`src/rtl/uart_tx_serializer.sv`:
```
// 8N1/8N2 UART transmit serializer fed by the AXI register block.
// Samples a byte and divisor on accept, shifts it out LSB first, then pulses t_done_o.
module uart_tx_serializer #(
    parameter int DATA_BITS    = 8,
    parameter int STOP_BITS    = 1,
    parameter int GUARD_CYCLES = 2
) (
    input  logic        s_axi_aclk_i,
    input  logic        s_axi_aresetn_i,
    input  logic        tx_en_i,
    input  logic [7:0]  tx_data_i,
    input  logic [15:0] baud_div_i,
    output logic        tx_o,
    output logic        t_done_o,
    output logic        busy_o
);

    localparam int GW = (GUARD_CYCLES > 1) ? $clog2(GUARD_CYCLES) : 1;
    localparam logic [GW-1:0] GUARD_LAST = GW'(GUARD_CYCLES - 1);
    localparam logic          STOP_LAST  = 1'(STOP_BITS - 1);
    localparam logic [2:0]    BIT_LAST   = 3'(DATA_BITS - 1);

    typedef enum logic [2:0] {
        IDLE  = 3'd0,
        START = 3'd1,
        DATA  = 3'd2,
        STOP  = 3'd3,
        GUARD = 3'd4
    } state_t;

    state_t         state, state_n;
    logic [15:0]    baud_cnt, baud_cnt_n;
    logic [15:0]    div_eff, div_eff_n;
    logic [2:0]     bit_idx, bit_idx_n;
    logic           stop_idx, stop_idx_n;
    logic [GW-1:0]  guard_cnt, guard_cnt_n;
    logic [7:0]     shift_q, shift_n;
    logic           tx_n, t_done_n, busy_n;
    logic           bit_end;

    // div_eff is never 0 outside IDLE, so the count peaks at div_eff-1 <= 0xFFFE.
    assign bit_end = (baud_cnt == (div_eff - 16'd1));

    always_ff @(posedge s_axi_aclk_i) begin
        if (!s_axi_aresetn_i) begin
            state     <= IDLE;
            baud_cnt  <= '0;
            div_eff   <= '0;
            bit_idx   <= '0;
            stop_idx  <= 1'b0;
            guard_cnt <= '0;
            shift_q   <= '0;
            tx_o      <= 1'b1;
            t_done_o  <= 1'b0;
            busy_o    <= 1'b0;
        end else begin
            state     <= state_n;
            baud_cnt  <= baud_cnt_n;
            div_eff   <= div_eff_n;
            bit_idx   <= bit_idx_n;
            stop_idx  <= stop_idx_n;
            guard_cnt <= guard_cnt_n;
            shift_q   <= shift_n;
            tx_o      <= tx_n;
            t_done_o  <= t_done_n;
            busy_o    <= busy_n;
        end
    end

    always_comb begin
        state_n     = state;
        baud_cnt_n  = baud_cnt;
        div_eff_n   = div_eff;
        bit_idx_n   = bit_idx;
        stop_idx_n  = stop_idx;
        guard_cnt_n = guard_cnt;
        shift_n     = shift_q;

        case (state)
            IDLE: begin
                if (tx_en_i) begin
                    shift_n    = tx_data_i;
                    div_eff_n  = (baud_div_i == 16'd0) ? 16'd1 : baud_div_i;
                    baud_cnt_n = '0;
                    state_n    = START;
                end
            end
            START: begin
                if (bit_end) begin
                    baud_cnt_n = '0;
                    bit_idx_n  = '0;
                    state_n    = DATA;
                end else begin
                    baud_cnt_n = baud_cnt + 16'd1;
                end
            end
            DATA: begin
                if (bit_end) begin
                    baud_cnt_n = '0;
                    shift_n    = {1'b0, shift_q[7:1]};
                    if (bit_idx == BIT_LAST) begin
                        stop_idx_n = 1'b0;
                        state_n    = STOP;
                    end else begin
                        bit_idx_n = bit_idx + 3'd1;
                    end
                end else begin
                    baud_cnt_n = baud_cnt + 16'd1;
                end
            end
            STOP: begin
                if (bit_end) begin
                    baud_cnt_n = '0;
                    if (stop_idx == STOP_LAST) begin
                        guard_cnt_n = '0;
                        state_n     = GUARD;
                    end else begin
                        stop_idx_n = 1'b1;
                    end
                end else begin
                    baud_cnt_n = baud_cnt + 16'd1;
                end
            end
            GUARD: begin
                if (guard_cnt == GUARD_LAST) begin
                    guard_cnt_n = '0;
                    state_n     = IDLE;
                end else begin
                    guard_cnt_n = guard_cnt + GW'(1);
                end
            end
            default: state_n = IDLE;
        endcase

        // Outputs are decoded from the next state so they are registered
        // yet line up with the state they describe.
        case (state_n)
            START:   tx_n = 1'b0;
            DATA:    tx_n = shift_n[0];
            default: tx_n = 1'b1;
        endcase
        t_done_n = (state_n == GUARD) && (state != GUARD);
        busy_n   = (state_n != IDLE);
    end

endmodule
```
`config.mk`:
```
export PLATFORM = sky130hd
export DESIGN_NAME = uart_tx_serializer
export DESIGN_NICKNAME = d
export VERILOG_FILES = /design/src/rtl/uart_tx_serializer.sv
export SDC_FILE = /design/constraint.sdc
export NUM_CORES = 1
export LEC_CHECK = 0
export CORE_ASPECT_RATIO = 1.5
export CORE_MARGIN = 4
export CORE_UTILIZATION = 38
export DETAILED_ROUTE_END_ITERATION = 8
export SLEW_MARGIN = 20
export SYNTH_ARGS = -nofsm -noshare
export SYNTH_HDL_FRONTEND = slang
export SYNTH_SLANG_ARGS = --single-unit
```
`constraint.sdc`:
```
create_clock -name s_axi_aclk_i -period 2.7 [get_ports s_axi_aclk_i]
set_input_delay 0.54 -clock s_axi_aclk_i [delete_from_list [all_inputs] [get_ports s_axi_aclk_i]]
set_output_delay 0.54 -clock s_axi_aclk_i [all_outputs]
set_load 0.02 [all_outputs]
```
---- Word-level counts from Yosys, hierarchy flattened ----
Index checks and enable logic that the tools add are counted.
word-level totals
  word-level logic and storage cells ...... 77
  input port bits ......................... 27
  output and inout port bits .............. 3
  register bits ........................... 51
operators by class
  $add $sub $neg .......................... 4
  mux-type cells .......................... 29
  equal/unequal tests ..................... 17
  reductions and logical operators ........ 16
operators with widths
  cell                                                 number
  2-to-1 mux 16 bit                                    3
  case mux 16 bit (2 select lines)                     1
  2-to-1 mux 3 bit                                     10
  adder 16 x 1 -> 16 bit (second input constant)       1
  == test 16 bit                                       1
  zero test 16 bit                                     1
  2-to-1 mux 8 bit                                     2
  case mux 8 bit (2 select lines)                      1
  subtractor 16 x 1 -> 16 bit (second input constant)  1
  case mux 3 bit (5 select lines)                      1
  inequality test 2 bit (second input constant)        7
  nonzero test 2 bit                                   5
  == test 3 x 2 -> 1 bit (second input constant)       3
  == test 3 bit (second input constant)                3
  AND reduction 4 bit                                  2
  2-to-1 mux 1 bit                                     7
  == test 3 x 1 -> 1 bit (second input constant)       2
  case mux 1 bit (2 select lines)                      3
  case mux 3 bit (2 select lines)                      1
  AND reduction 3 bit                                  2
  AND reduction 2 bit                                  2
  adder 3 x 1 -> 3 bit (second input constant)         1
  zero test 3 bit                                      1
  inequality test 3 bit (second input constant)        1
  4 further kinds                                      4

---- Depth between registers and ports, before layout ----
  depth after elaboration ................. 6
  mapped depth ............................ 12
  mapped depth without buffers ............ 10

---- Least setup slack after synthesis ----
No wires, ideal clock.
  path type ............................... register to register
  start ................................... reg div_eff[0]
  end ..................................... reg state[1]
  arrival time ............................ 2694 ps
  required time ........................... 2584 ps
  stages on the path, launching flop included .. 13
  slack ................................... -110 ps
  path buffers ............................ 2
  cells stage by stage .................... dfxtp_1 > inv_1 > ha_1 > or4b_4 > or3_1 > a21o_1 > a221oi_2 > and4b_1 > buf_4 > and2_1 > buf_4 > a211oi_1 > a31o_2
on the way
  word-level cells in the longest chain between the ends .. 4
RTL lines
  item                                 RTL line     RTL
  from (decl)                          33           logic [15:0] div_eff, div_eff_n;
  from (signal assigned)               59           div_eff <= div_eff_n;
  subtractor 16 x 1 -> 16 bit *        42           assign bit_end = (baud_cnt == (div_eff - 16'd1));
  == test 16 bit *                     42
  2-to-1 mux 3 bit (on tied branches)  112, 89, 98
  case mux 3 bit (5 select lines) *    79           case (state)
  to (signal assigned)                 57           state <= state_n;
  to (decl)                            31           state_t state, state_n;
Mark *: on every way between the ends. The rest lies on a longest branch, timed or not.
A chain may end at the register's enable or synchronous reset.

---- Worst setup path in the final report ----
  start ................................... reg div_eff[1]
  end ..................................... reg tx_o
on the way
  word-level cells in the longest chain between the ends .. 6
RTL lines
  item                                                              RTL line     RTL
  subtractor 16 x 1 -> 16 bit *                                     42
  == test 16 bit *                                                  42
  2-to-1 mux 3 bit (on tied branches)                               112, 89, 98
  case mux 3 bit (5 select lines)                                   79
  == test 3 x 2 -> 1 bit or == test 3 x 1 -> 1 bit (tied branches)  137          case (state_n)
  case mux 1 bit (2 select lines) *                                 137
  to (signal assigned)                                              64           tx_o <= tx_n;
  to (decl)                                                         13           output logic tx_o,
Mark *: on every way between the ends. The rest lies on a longest branch, timed or not. The select of a mux whose other input is x is not followed.

==> out/metrics.csv <==
stage;metric;value;unit
status;status;complete, but fails checks;
status;failing checks;negative setup slack;
routing;Detailed Routing Iterations Pass 1;4;
power;static leakage;1.47;nW
routing;DR vias/cell;5.42;
global_routing;grt total ovfl;0;
routing;routed wire length per instance;15.5;um
power;Total Power;1.83;mW
routing;DRT antenna net count;0;
place;pre-CTS setup slack;-0.106;ns
timing;clock skew;0.00623;ns
yosys;Synth cell types;61;
clock_network;root buf cell;clkbuf_16;
clock_network;Clock Pin Slew Worst Setup and Hold Paths;0.07;ns
clock_network;Clock Path Buffers;2;
yosys;Seq/Total Area, Yosys;33.3;%
clock_network;Num Clock Sinks;50;
yosys;#FFs+latches synth;50;
timing;worst slew pin tran;0.643;ns
cells_and_area;Area growth, synth to finish;28.6;%
die;# IOs;30;
timing;setup ws final;-0.0244;ns
timing;final hold viol count;0;
yosys;most frequent cell after synthesis;nand2_1;
yosys;Mapped Area;3000;sq um
critical_path;Worst Setup Start Kind;flop;
critical_path;crit path capture type;flop;
routing;DRC viols;0;
yosys;Post-Synth XOR/XNOR Area;6.42;%
timing;maximum clock rate;0.367;GHz
die;Die Footprint;9420;sq um
timing;Fin Hold WS;0.467;ns
timing;Setup-failing EPs final;1;
yosys;share of flip-flops with an asynchronous set or reset;0;%
min_path;hold depth;2;
cells_and_area;share of cells above drive strength 1;18.1;%
yosys;Synth Net Count;409;
clock_network;# hold bufs at CTS;0;
yosys;compound-gate portion of the synthesized area;22.5;%
global_routing;initial antenna violation count;0;
timing;Final Max Tran Viols;0;
critical_path;crit path max fanout;8;
cells_and_area;fin util;50.4;%
place;GPL Wtd Cong;0.841;
routing;DR iter-0 viols;179;
die;row count;39;
critical_path;CP arrival;2.92;ns
yosys;most common flop cell mapped by yosys;dfxtp_1;
yosys;cell taking the most area after synthesis;dfxtp_1;
global_routing;largest net degree at the start of global routing;41;
critical_path;Req. time, crit path;2.90;ns
timing;Final period util;101;%
yosys;Simple-Gate Fraction of Synth Area;31.2;%
global_routing;vias in the first global route;2920;
clock_network;Inserted Clock Buffers;5;
place;port bufs;29;
critical_path;Setup Crit Path Kind;reg -> reg;
yosys;Synth Area in Adders;1.67;%
yosys;Avg Cell Area, Syn;7.94;sq um
clock_network;Clk Latency, worst-skew pair;0.29;ns
yosys;Post-synth top cells;nand2_1 (65), dfxtp_1 (50), a21boi_0 (24), nand3_1 (24), nor2_1 (19);
clock_network;CTS tree;built;
timing;RSZ-0062 raised after global routing;true;
power;VDD IR max;0.399;mV
critical_path;cells on worst reg2reg path;10;
flow_run;Max-Cap Viols;0;
cells_and_area;antenna cells;0;
yosys;Syn Inst Count;378;
global_routing;first-pass GRT wire length;13600;um
yosys;main combinational cell family by area after synthesis;simple AND/OR/NAND/NOR gates;
yosys;yosys warns;0;
yosys;Post-synth EDFFs;0;
yosys;mux contribution to synthesized area;0.333;%
power;Power Density;473;nW/um^2
clock_network;H-tree levels;2;
die;die width;80.6;um
min_path;HP Class;reg -> reg;
cells_and_area;fin nets;464;
yosys;Synth area leaders;dfxtp_1 (33%), nand2_1 (8.1%), a21boi_0 (6.0%);
timing;relative slew slack;57.0;%
timing;minimum clock period;2.72;ns
die;core area;7660;sq um
routing;DR vias;2896;
yosys;Synth top area share;33.3;%
routing;routed wire length;8280;um
die;Starting Density;39.2;%
place;post-DP HPWL;6200;um
global_routing;Total GRT Usage;18.5;%
die;Die Y;117;um
==> worst max-delay path, stage by stage, from the launching register on <==
cell and delay (ns):
dfxtp_1 0.32, inv_2 0.07, ha_4 0.12, or4b_4 0.45, or3_1 0.33, a21o_1 0.18
a221oi_2 0.21, and4b_2 0.30, and2_2 0.25, a31oi_1 0.13, a211oi_2 0.27
==> final timing paths <==
| check | startpoint | end | slack [ns] |
|---|---|---|---|
| worst min register to register | bit_idx[1] | bit_idx[1] | 0.47 |
| worst max register to register | div_eff[1] | tx_o | -0.02 |
| worst min-delay path | bit_idx[1] | bit_idx[1] | 0.47 |
| worst max-delay path | div_eff[1] | tx_o | -0.02 |
==> cell type report <==
type / count / area, sq um
Sequential cell: 50 / 1000
Fill cell: 748 / 3800
Inverter: 9 / 33.8
Clock buffer: 6 / 139
Tap cell: 102 / 128
Multi-Input combinational cell: 298 / 1960
Timing Repair Buffer: 69 / 594
==> cell families after synthesis <==
family | after synthesis
AO/OA/AOI/OAI | 94
XOR/XNOR | 22
flip-flops | 50
adder cells (fa/ha/maj) | 4
AND/OR/NAND/NOR | 176
multiplexers | 1
buffers and inverters | 31
==> timing repair <==
action | 4_1_cts | 5_1_grt
gates cloned | 0 | 1
pin swaps | 2 | 6
resized for setup | 5 | 16
setup endpoints to repair | 11 | 32
buffers inserted | 0 | 4
==> report_power, final <==
group / internal, mW / leakage, nW / switching (mW)
combinational: 0.204 / 0.991 / 0.210
clock: 0.359 / 0.0688 / 0.264
sequential: 0.764 / 0.408 / 0.0263
total: 1.33 / 1.47 / 0.501
==> flip-flops by register name, summed over array words and instances (netlist names) <==
signal,cells
baud_cnt,16
div_eff,16
shift_q,8
bit_idx,3
state,3
busy_o,1
guard_cnt,1
t_done_o,1
tx_o,1
==> layer usage <==
layer	track usage [%]	vias to the layer above	part of all wire, %
met5	0	-	0
met4	5.64	0	1.2
met3	2.99	8	2.8
met2	35.2	53	54
met1	20.8	1358	42
li1	-	1477	-
==> cells in the final DEF (no fill, tap or decap), drive strengths merged, types with 14 or more instances in the layout <==
master,instances
a21boi,24
dfxtp,50
nand3,25
o21ai,17
buf,40
nor2,19
nand2,65
xor2,14
clkdlybuf4s50,29
==> stage by stage <==
step	instances	TNS, ns	area (sq um)
after floorplan	378	0	3020
after global placement	523	-0.0685	3600
after detailed placement	523	-0.322	3600
after CTS	529	-0.0189	3750
after global routing	534	-1.46	3860
final	534	-0.0244	3860
(Power assumes the default switching activity.)
